**config.mk**
```make
export PLATFORM = sky130hd
export DESIGN_NAME = fpu_fma_sequencer
export DESIGN_NICKNAME = d
export VERILOG_FILES = /design/src/rtl/fpu_fma_sequencer.sv
export SDC_FILE = /design/constraint.sdc
export NUM_CORES = 1
export LEC_CHECK = 0
export CAP_MARGIN = 40
export CORE_AREA = 2 2 166 168
export CTS_CLUSTER_DIAMETER = 150
export DETAILED_ROUTE_END_ITERATION = 12
export DIE_AREA = 0 0 168 170
export GPL_TIMING_DRIVEN = 0
export HOLD_SLACK_MARGIN = 0.12
export PLACE_DENSITY_LB_ADDON = 0.2
export SLEW_MARGIN = 40
export SYNTH_ARGS = -nofsm -noshare
export SYNTH_HDL_FRONTEND = slang
export SYNTH_SLANG_ARGS = --single-unit
```
**constraint.sdc**
```tcl
create_clock -name clk -period 2.1 [get_ports clk]
set_clock_uncertainty 0.15 [all_clocks]
set_input_delay 0.63 -clock clk [delete_from_list [all_inputs] [get_ports clk]]
set_output_delay 0.63 -clock clk [all_outputs]
set_load 0.02 [all_outputs]
```
**src/rtl/fpu_fma_sequencer.sv**
```systemverilog
// Sequences one fused a*b+c through external multiplier and adder units,
// arbitrating round-robin between two requesters.
module fpu_fma_sequencer #(
  parameter int MUL_CYCLES = 1,
  parameter int ADD_CYCLES = 1
) (
  input  logic        clk,
  input  logic        rst,
  input  logic        req0_valid,
  output logic        req0_ready,
  input  logic [95:0] req0_op,
  input  logic        req1_valid,
  output logic        req1_ready,
  input  logic [95:0] req1_op,
  output logic [31:0] mul_a,
  output logic [31:0] mul_b,
  input  logic [31:0] mul_p,
  output logic [31:0] add_x,
  output logic [31:0] add_y,
  input  logic [31:0] add_s,
  input  logic        add_invalid,
  output logic        rsp_valid,
  input  logic        rsp_ready,
  output logic        rsp_id,
  output logic [31:0] rsp_result,
  output logic        rsp_invalid,
  output logic        busy
);
  localparam int CMAX = (MUL_CYCLES > ADD_CYCLES) ? MUL_CYCLES : ADD_CYCLES;
  localparam int CW   = (CMAX > 1) ? $clog2(CMAX) : 1;
  localparam logic [CW-1:0] MUL_LD = CW'(MUL_CYCLES - 1);
  localparam logic [CW-1:0] ADD_LD = CW'(ADD_CYCLES - 1);

  typedef enum logic [1:0] {IDLE, MUL, ADD, DONE} state_e;

  state_e        state_q, state_d;
  logic [CW-1:0] cnt_q, cnt_d;
  logic          last_q, last_d;
  logic          id_q, id_d;
  logic [31:0]   a_q, a_d, b_q, b_d, c_q, c_d;
  logic [31:0]   prod_q, prod_d, res_q, res_d;
  logic          inv_q, inv_d;
  logic          gnt0, gnt1;
  logic [95:0]   op_sel;

  // last_q names the requester granted most recently; the other one wins ties.
  assign gnt0   = req0_valid & (~req1_valid | last_q);
  assign gnt1   = req1_valid & (~req0_valid | ~last_q);
  assign op_sel = gnt1 ? req1_op : req0_op;

  always_ff @(posedge clk) begin
    if (rst) begin
      state_q <= IDLE;
      cnt_q   <= '0;
      last_q  <= 1'b1;
      id_q    <= 1'b0;
      a_q     <= '0;
      b_q     <= '0;
      c_q     <= '0;
      prod_q  <= '0;
      res_q   <= '0;
      inv_q   <= 1'b0;
    end else begin
      state_q <= state_d;
      cnt_q   <= cnt_d;
      last_q  <= last_d;
      id_q    <= id_d;
      a_q     <= a_d;
      b_q     <= b_d;
      c_q     <= c_d;
      prod_q  <= prod_d;
      res_q   <= res_d;
      inv_q   <= inv_d;
    end
  end

  always_comb begin
    state_d    = state_q;
    cnt_d      = cnt_q;
    last_d     = last_q;
    id_d       = id_q;
    a_d        = a_q;
    b_d        = b_q;
    c_d        = c_q;
    prod_d     = prod_q;
    res_d      = res_q;
    inv_d      = inv_q;
    req0_ready = 1'b0;
    req1_ready = 1'b0;
    mul_a      = '0;
    mul_b      = '0;
    add_x      = '0;
    add_y      = '0;
    case (state_q)
      IDLE: begin
        req0_ready = gnt0;
        req1_ready = gnt1;
        if (gnt0 | gnt1) begin
          a_d     = op_sel[95:64];
          b_d     = op_sel[63:32];
          c_d     = op_sel[31:0];
          id_d    = gnt1;
          last_d  = gnt1;
          cnt_d   = MUL_LD;
          state_d = MUL;
        end
      end
      MUL: begin
        mul_a = a_q;
        mul_b = b_q;
        if (cnt_q == '0) begin
          prod_d  = mul_p;
          cnt_d   = ADD_LD;
          state_d = ADD;
        end else begin
          cnt_d = cnt_q - 1'b1;
        end
      end
      ADD: begin
        add_x = prod_q;
        add_y = c_q;
        if (cnt_q == '0) begin
          res_d   = add_s;
          inv_d   = add_invalid;
          state_d = DONE;
        end else begin
          cnt_d = cnt_q - 1'b1;
        end
      end
      DONE: begin
        if (rsp_ready) state_d = IDLE;
      end
      default: state_d = IDLE;
    endcase
  end

  assign rsp_valid   = (state_q == DONE);
  assign rsp_id      = id_q;
  assign rsp_result  = res_q;
  assign rsp_invalid = inv_q;
  assign busy        = (state_q != IDLE);
endmodule

```
==> results.md, run 1 <==
- Sw Pwr: 0.005544 W
- IO Pins: 428
- Leakage: 5.959 nW
- Violated checks: negative setup slack
- Syn Nets: 1,186
- Final Hold Vio Count: 0
- Adder-Cell Fraction of Synth Area: 0.8331%
- GPL Wtd Cong: 0.8052
- Post-Route WL: 31.97 mm
- Crit path DAT: 1680 ps
- Yosys reg bits: 165
- Hold Buf Count CTS: 0
- Synth Flop Type: dfxtp_1
- Logic pwr share: 48.3%
- TritonCTS Buffers: 17
- Rows: 60
- Max_slew headroom: 63.11%
- Worst-skew pair later-pin latency: 420 ps
- F_max: 405.9 MHz
- Antenna Diode Count: 0
- Status: complete, but fails checks
- Switching share of total power: 37.56%
- CTS tree: done
- Initial antenna violation count: 1
- Die Height: 170 um
- Largest family of logic cells by synthesized area: simple AND/OR/NAND/NOR gates
- Hold Crit Class: register to register
- Share of cells above drive strength 1: 27.69%
- Largest net degree at the start of global routing: 19
- Top cells by count, synth: nand2_1, dfxtp_1, nor2_1
- Layout Nets: 1,659
- Crit path max fanout: 6
- Root buffer cell: clkbuf_16
- Synth cell types: 22
- Max cap viols: 0
- Min Tclk post-route: 2464 ps
- GR Util All Layers: 21.58%
- H-tree Lvls: 4
- Pwr/cell area: 1061 nW/um^2
- Synth area leaders: dfxtp_1, a311oi_1, and2_1
- Initial Utilization: 28.18%
- Slew @ Worst Pin: 553.3 ps
- Pre-CTS WS: -1741 ps
- First-pass GRT wire length: 47.50 mm
- Dpl cells: 1,687
- Synth Area per Inst: 8.172 sq um
- Final critical-path share of the clock period: 117.3%
- Finished Layout Cells: 1,746
- Mapped Cells: 919
- Register share of total power: 30.5%
- Area fraction of the dominant cell type after synthesis: 43.99%
- Die span in x: 168 um
- Post-synth EDFFs: 0
- GR Overflow Total: 0
- DRC errors left: 0
- Yosys warnings: 0
- HPWL Detailed: 23.38 mm
- Final ANT Viol Nets: 0
- Synth Area in Compound Gates: 12.21%
- Xor and xnor area share after synthesis: 0%
- CTS clock-pin slew for the worst setup and hold paths: 60 ps
- Clk pwr share: 21.2%
- Vias per inst: 4.692
- Asr flop ratio synth: 0%
- Mapped Area: 7510 sq um
- CTS max path bufs: 2
- Core box area: 26,650 sq um
- Area grow syn2layout: 85.32%
- RSZ-0062 raised after global routing: yes
- Post-synthesis mux area share: 8.664%
- Kind of start point of the critical path: register
- Path type of the worst setup path: register to output pin
- Int Pwr: 0.009216 W
- DIE AREA: 28,560 sq um
- Worst VDD drop: 488.3 uV
- Required time worst endpoint: 1320 ps
- Routed vias: 8,193
- Sequential-to-total area share from yosys stat: 43.99%
- TritonCTS Sinks: 165
- Synth area leader: dfxtp_1
- WL per Instance: 18.31 um
- Final worst setup slack: -363.8 ps
- Setup TNS: -40,340 ps
- Post-Synth Simple-Gate Area: 28.99%
- Count leader, synth: nand2_1
- Max Slew Vio Count: 0
- IO Port Bufs: 427
- CP endpoint kind: output pin
- Vias in the first global route: 8,385
- Endpoints failing setup: 131
- Initial DRC Count: 411
- Pre-antenna DRT Iters: 4
through the flow:
stage / area, sq um / power [W] / hold WS, ps / util [%]
2_1_floorplan: 7599 / 0.007770 / 302.0 / -
3_3_place_gp: 12300 / 0.01018 / 315.3 / 46.15
3_5_place_dp: 12300 / 0.01026 / 329.1 / 46.15
4_1_cts: 13570 / 0.01439 / 339.3 / 50.92
5_1_grt: 13920 / 0.01566 / 363.1 / 52.22
6_report: 13920 / 0.01476 / 339.4 / 52.22
cells by family (layout without fill, tap and decap cells):
kind of cell	Yosys count	in the layout
compound gates	106	106
buf+inv	87	573
fa+ha+maj	5	5
mux	65	65
simple gates	491	491
flops	165	165
worst paths after layout:
kind | slack, ps | startpoint | to | cells past startpoint
min reg2reg | 340 | rsp_result[22] | rsp_result[22] | 2
max | -360 | state_q[1] | add_y[0] | 6
min | 340 | rsp_result[22] | rsp_result[22] | 2
max reg2reg | 160 | state_q[0] | c_q[8] | 8
area by class of cell:
type | count | area (sq um)
tap | 341 | 426.7
multi-input combinational | 667 | 4179
sequential | 165 | 3312
clock buffer | 17 | 425.4
inverter | 5 | 26.28
clock inverter | 15 | 156.4
fill | 2581 | 12730
timing repair buffer | 458 | 4728
buffer | 78 | 663.1
what timing repair did:
action,4_1_cts,5_1_grt
pin swaps,11,4
endpoints found under the hold margin,0,0
endpoints found under the setup margin,273,223
setup buffers,13,7
resized for setup,946,110
cloned,6,5
critical path, cell delays in order, from the launching register on:
cell and delay [ps]:
dfxtp_4 360, buf_4 140, ha_4 190, buf_12 150, clkbuf_16 160, and2_4 140, buf_6 120
flip-flops by register name, summed over array words and instances (netlist names):
register,count
a_q,32
b_q,32
c_q,32
last_q,1
prod_q,32
rsp_id,1
rsp_invalid,1
rsp_result,32
state_q,2
power by group through the flow:
stage | sequential [W] | combinational, W | clock [W]
2_1_floorplan | 0.00452 | 0.00325 | 0
3_3_place_gp | 0.00445 | 0.00573 | 0
3_5_place_dp | 0.00449 | 0.00576 | 0
4_1_cts | 0.00449 | 0.00670 | 0.00320
5_1_grt | 0.00462 | 0.00773 | 0.00331
6_report | 0.00451 | 0.00713 | 0.00312
cell usage in the layout (no fill, tap or decap), drive strengths merged:
cell	count
inv	12
o21a	1
a221o	1
a21boi	1
a21oi	1
clkbuf	57
clkinvlp	3
clkdlybuf4s50	259
nand2	194
clkdlybuf4s15	4
buf	199
nor2b	4
nor2	164
o21ai	3
and2	128
clkinv	5
a21bo	1
mux2i	65
dfxtp	165
o41ai	2
a311oi	96
ha	5
nor3b	1
dlygate4sd2	34
metal layers:
layer  part of all wire (%)  track usage [%]
met5                      0                0
met4                    3.1            8.922
met3                    7.7            6.000
met2                     48            36.27
met1                     42            26.05
(Power assumes the default switching activity.)
==> run 2, diff against run 1 <==
--- a/config.mk
+++ b/config.mk
@@ -6,10 +6,10 @@
 export NUM_CORES = 1
 export LEC_CHECK = 0
 export CAP_MARGIN = 40
-export CORE_AREA = 2 2 166 168
+export CORE_AREA = 2 2 168 170
 export CTS_CLUSTER_DIAMETER = 150
 export DETAILED_ROUTE_END_ITERATION = 12
-export DIE_AREA = 0 0 168 170
+export DIE_AREA = 0 0 170 172
 export GPL_TIMING_DRIVEN = 0
 export HOLD_SLACK_MARGIN = 0.12
 export PLACE_DENSITY_LB_ADDON = 0.2
==> constraint.sdc (replaced) <==
create_clock -name clk -period 3.2 [get_ports clk]
set_clock_uncertainty 0.15 [all_clocks]
set_input_delay 0.96 -clock clk [delete_from_list [all_inputs] [get_ports clk]]
set_output_delay 0.96 -clock clk [all_outputs]
set_load 0.02 [all_outputs]
==> run 2 against run 1 <==
  * The flow now finishes without violations
  * Routed wire length shrank 3.2%
  * Design area down 8.9%
  * Count of clock-buffer cells in the layout rose by 2
  * Global-route usage is 1.2 points lower
  * Worst hold slack worse by 2.8 ps
  * Sequential power is 35% lower
  * Highest routed layer unchanged
  * Flip-flop and latch count stayed put
==> results.md, run 2 (synthesis gave the netlist of run 1 again) <==
- Final worst setup slack: 135.3 ps
- Initial antenna violation count: 0
- Final critical-path share of the clock period: 95.77%
- DRC errors left: 0
- Path type of the worst setup path: register to output pin
- H-tree Lvls: 4
- CTS clock-pin slew for the worst setup and hold paths: 70 ps
- Leakage: 5.423 nW
- Area grow syn2layout: 68.86%
- First-pass GRT wire length: 45.48 mm
- Final ANT Viol Nets: 0
- Largest net degree at the start of global routing: 17
- Final Hold Vio Count: 0
- Setup TNS: 0 ps
- Post-Route WL: 30.95 mm
- Max Slew Vio Count: 0
- Slew @ Worst Pin: 694.5 ps
- Max cap viols: 0
- Pwr/cell area: 681.8 nW/um^2
- Worst-skew pair later-pin latency: 410 ps
- TritonCTS Buffers: 17
- Crit path max fanout: 10
- Min Tclk post-route: 3065 ps
- Final Instance Area: 12,680 sq um
- Worst VDD drop: 351.3 uV
- Most frequent cells in the layout: clkdlybuf4s50_1, nand2_1, dfxtp_1
- Core box area: 27,480 sq um
- WL per Instance: 17.92 um
- Vias per inst: 4.645
- Layout Nets: 1,635
- Routed vias: 8,022
- IO Port Bufs: 427
- Status: completed
- DIE AREA: 29,240 sq um
- R2R setup slack: 1030 ps
- Max_slew headroom: 53.70%
- Fillers: 2,820
- Vias in the first global route: 7,988
- Pre-CTS WS: -1237 ps
- CTS max path bufs: 2
- Endpoints failing setup: 0
- Hold Buf Count CTS: 0
- CTS tree: done
- Root buffer cell: clkbuf_16
- Crit path DAT: 1950 ps
- Share of cells above drive strength 1: 10.43%
- Antenna Diode Count: 0
- GR Overflow Total: 0
- HPWL Detailed: 23.67 mm
- Initial DRC Count: 348
- Die Height: 172 um
- CP endpoint kind: output pin
- Initial Utilization: 27.33%
- Required time worst endpoint: 2090 ps
- Pre-antenna DRT Iters: 4
- TritonCTS Sinks: 165
- F_max: 326.3 MHz
- RSZ-0062 raised after global routing: no
- Commonest non-fill, non-tap cell in the layout: clkdlybuf4s50_1
- Die span in x: 170 um
- IO Pins: 428
- GPL Wtd Cong: 0.7978
- GR Util All Layers: 20.41%
- DP Area: 12,220 sq um
- Rows: 61
- Hold Crit Class: register to register
- Kind of start point of the critical path: register
-- run 2: layer usage --
metal / vias up / part of all wire [%] / track usage (%)
li1: 3988 / - / -
met1: 3714 / 42 / 24.35
met2: 290 / 49 / 35.67
met3: 30 / 7.0 / 5.837
met4: 0 / 2.0 / 6.094
met5: - / 0 / 0
-- run 2: worst paths after layout --
check                                  end  depth (start not counted)        from
worst max-delay path             mul_b[14]                          5  state_q[0]
worst min-delay path            prod_q[22]                          2  prod_q[22]
worst max register to register     c_q[27]                          6  state_q[0]
worst min register to register  prod_q[22]                          2  prod_q[22]
-- run 2: what timing repair did --
action / CTS / global route
pin swaps: 1 / 1
cloned: 0 / 0
gates resized for setup: 220 / 72
setup endpoints to repair: 130 / 60
setup buffers: 1 / 5
-- run 2: area by class of cell --
class / instances / area [sq um] / share of cell area [%]
clock inverter: 13 / 142.6 / 1.125
tap: 346 / 432.9 / 3.414
sequential: 165 / 3303 / 26.05
clock buffer: 19 / 442.9 / 3.493
timing repair buffer: 433 / 4053 / 31.96
inverter: 5 / 18.77 / 0.1480
multi-input combinational: 667 / 3840 / 30.28
buffer: 79 / 447.9 / 3.532
-- run 2: critical path, cell delays in order, from the launching register on --
cell and delay (ps):
dfxtp_1 450, ha_4 230, buf_8 170, buf_2 210, and2_1 150, dlygate4sd2_1 330
-- run 2: metrics by stage --
step / hold slack (ps) / cells / power (W) / util [%]
floorplan: 302.2 / 919 / 0.005063 / -
global placement: 316.5 / 1692 / 0.006658 / 44.46
detailed placement: 326.3 / 1692 / 0.006703 / 44.47
CTS: 342.6 / 1723 / 0.008781 / 46.63
global route: 360.5 / 1727 / 0.009239 / 46.15
finish: 336.6 / 1727 / 0.008645 / 46.15
-- run 2: power by group --
group          internal, W  switching (W)
Combinational      0.00158        0.00207
Clock              0.00112       0.000962
Sequential         0.00264       0.000270
==> run 3, diff against run 2 <==
==> constraint.sdc (replaced) <==
create_clock -name clk -period 3.2 [get_ports clk]
set_clock_uncertainty 0.15 [all_clocks]
set_input_delay 0.96 -clock clk [delete_from_list [all_inputs] [get_ports clk]]
set_output_delay 0.96 -clock clk [all_outputs]
set_load 0.05 [all_outputs]
==> run 3 against run 2 <==
  * Design area about the same
  * Cell count about the same
  * Worst setup slack got worse by 20 ps
  * Utilization about the same
  * Clock power about the same
  * Worst hold slack got worse by 1.4 ps
  * Largest power group unchanged
  * Maximum frequency decreased by 0.66%
  * Count of clock-buffer cells in the layout unchanged
  * Flip-flop and latch count unchanged
  * Critical path type unchanged
  * Global-route usage about the same
  * First-iteration DRC count increased by 3.2%
==> results.md, run 3 (synthesis gave the netlist of run 1 again) <==
- Status: completed
- Max cap viols: 0
- Initial DRC Count: 359
- CTS clock-pin slew for the worst setup and hold paths: 70 ps
- Hold depth: 2
- Pre-antenna DRT Iters: 4
- Commonest non-fill, non-tap cell in the layout: clkdlybuf4s50_1
- Slew @ Worst Pin: 671.9 ps
- H-tree Lvls: 4
- Path type of the worst setup path: register to output pin
- Reg2Reg Capture Point: c_q[9]
- Worst reg2reg path startpoint: state_q[0]
- F_max: 324.1 MHz
- Routed vias: 7,979
- DIE AREA: 29,240 sq um
- Final Hold Vio Count: 0
- Worst VDD drop: 354.6 uV
- Final critical-path share of the clock period: 96.41%
- Die Height: 172 um
- IO Pins: 428
- Kind of start point of the critical path: register
- RSZ-0062 raised after global routing: yes
- Hold Buf Count CTS: 0
- GPL Wtd Cong: 0.7978
- Min Tclk post-route: 3085 ps
- Hold Crit Class: register to register
- Leakage: 5.177 nW
- Hold EP: prod_q[22]
- Share of cells above drive strength 1: 15.80%
- Required time worst endpoint: 2090 ps
- Crit path DAT: 1980 ps
- Antenna Diode Count: 0
- TritonCTS Sinks: 165
- Largest net degree at the start of global routing: 17
- Register area: 3303 sq um
- HPWL Detailed: 23.67 mm
- Layout Nets: 1,634
- Final ANT Viol Nets: 0
- Vias per inst: 4.623
- Post-Route WL: 31.02 mm
- Pwr/cell area: 737.2 nW/um^2
- Die span in x: 170 um
- Initial Utilization: 27.33%
- Endpoints failing setup: 0
- Rows: 61
- GR Util All Layers: 20.39%
- Worst-skew pair later-pin latency: 420 ps
- Initial antenna violation count: 0
- Crit path max fanout: 10
- CTS max path bufs: 2
- WL per Instance: 17.97 um
- Design Power: 0.009350 W
- Core box area: 27,480 sq um
- Max_slew headroom: 55.21%
- CTS tree: done
- Worst r2r path cells: 6
- Area of the multi-input gates: 3840 sq um
- Hold Startpoint: prod_q[22]
- DRC errors left: 0
- DP Area: 12,220 sq um
- TritonCTS Buffers: 17
- Vias in the first global route: 8,020
- Max Slew Vio Count: 0
- R2R setup slack: 1010 ps
- IO Port Bufs: 427
- First-pass GRT wire length: 45.48 mm
- Setup TNS: 0 ps
- Root buffer cell: clkbuf_16
- Final Instance Area: 12,680 sq um
- Area grow syn2layout: 68.89%
- CP endpoint kind: output pin
- GR Overflow Total: 0
- Fillers: 2,824
- Most frequent cells in the layout: clkdlybuf4s50_1, nand2_1, dfxtp_1
## run 3: how the worst max path moves through the flow
stage	endpoint	slack, ps	start	depth (start not counted)
2_1_floorplan	req1_ready	220	req1_valid	5
3_3_place_gp	req1_ready	-1430	req1_valid	7
3_5_place_dp	req1_ready	-1440	req1_valid	7
4_1_cts	add_x[17]	0.3	state_q[0]	6
5_1_grt	add_x[17]	-20	state_q[0]	6
6_report	add_x[31]	110	state_q[0]	5
## run 3: where the power goes
group / total [W] / switching [W] / internal [W] / leakage [nW]
sequential: 0.00291 / 0.000270 / 0.00264 / 1.36
combinational: 0.00435 / 0.00274 / 0.00160 / 3.53
clock: 0.00209 / 0.000968 / 0.00112 / 0.285
## run 3: cell type report
cell class | instances | area share, %
Inverter | 5 | 0.1480
Buffer | 79 | 3.315
Multi-Input combinational cell | 667 | 30.28
Clock buffer | 19 | 3.492
Timing Repair Buffer | 432 | 32.19
Clock inverter | 13 | 1.125
Tap cell | 346 | 3.413
Sequential cell | 165 | 26.04
## run 3: through the flow
stage               utilization [%]  hold slack (ps)  std cells  worst slack [ps]
finish                        46.16            335.1       1726             114.9
global route                  46.16            360.5       1726            -22.64
CTS                           46.25            342.6       1723            0.3184
detailed placement            44.47            326.3       1692             -1436
global placement              44.46            316.5       1692             -1427
floorplan                         -            302.2        919             219.4
## run 3: worst max-delay path: stages, from the launching register on
cell	delay, ps
dfxtp_1	360
inv_1	160
ha_4	240
buf_4	260
and2_1	150
clkdlybuf4s15_2	380
## run 3: per-layer routing
metal / share of wire (%) / GRT usage, %
met1: 42 / 24.27
met2: 49 / 35.71
met3: 7.2 / 5.745
met4: 2.2 / 6.280
met5: 0 / 0
## run 3: what timing repair did
action | in CTS | in global routing
endpoints found under the setup margin | 131 | 87
pin swaps | 1 | 0
buffers inserted | 1 | 4
resized for setup | 568 | 74
cloned | 0 | 0
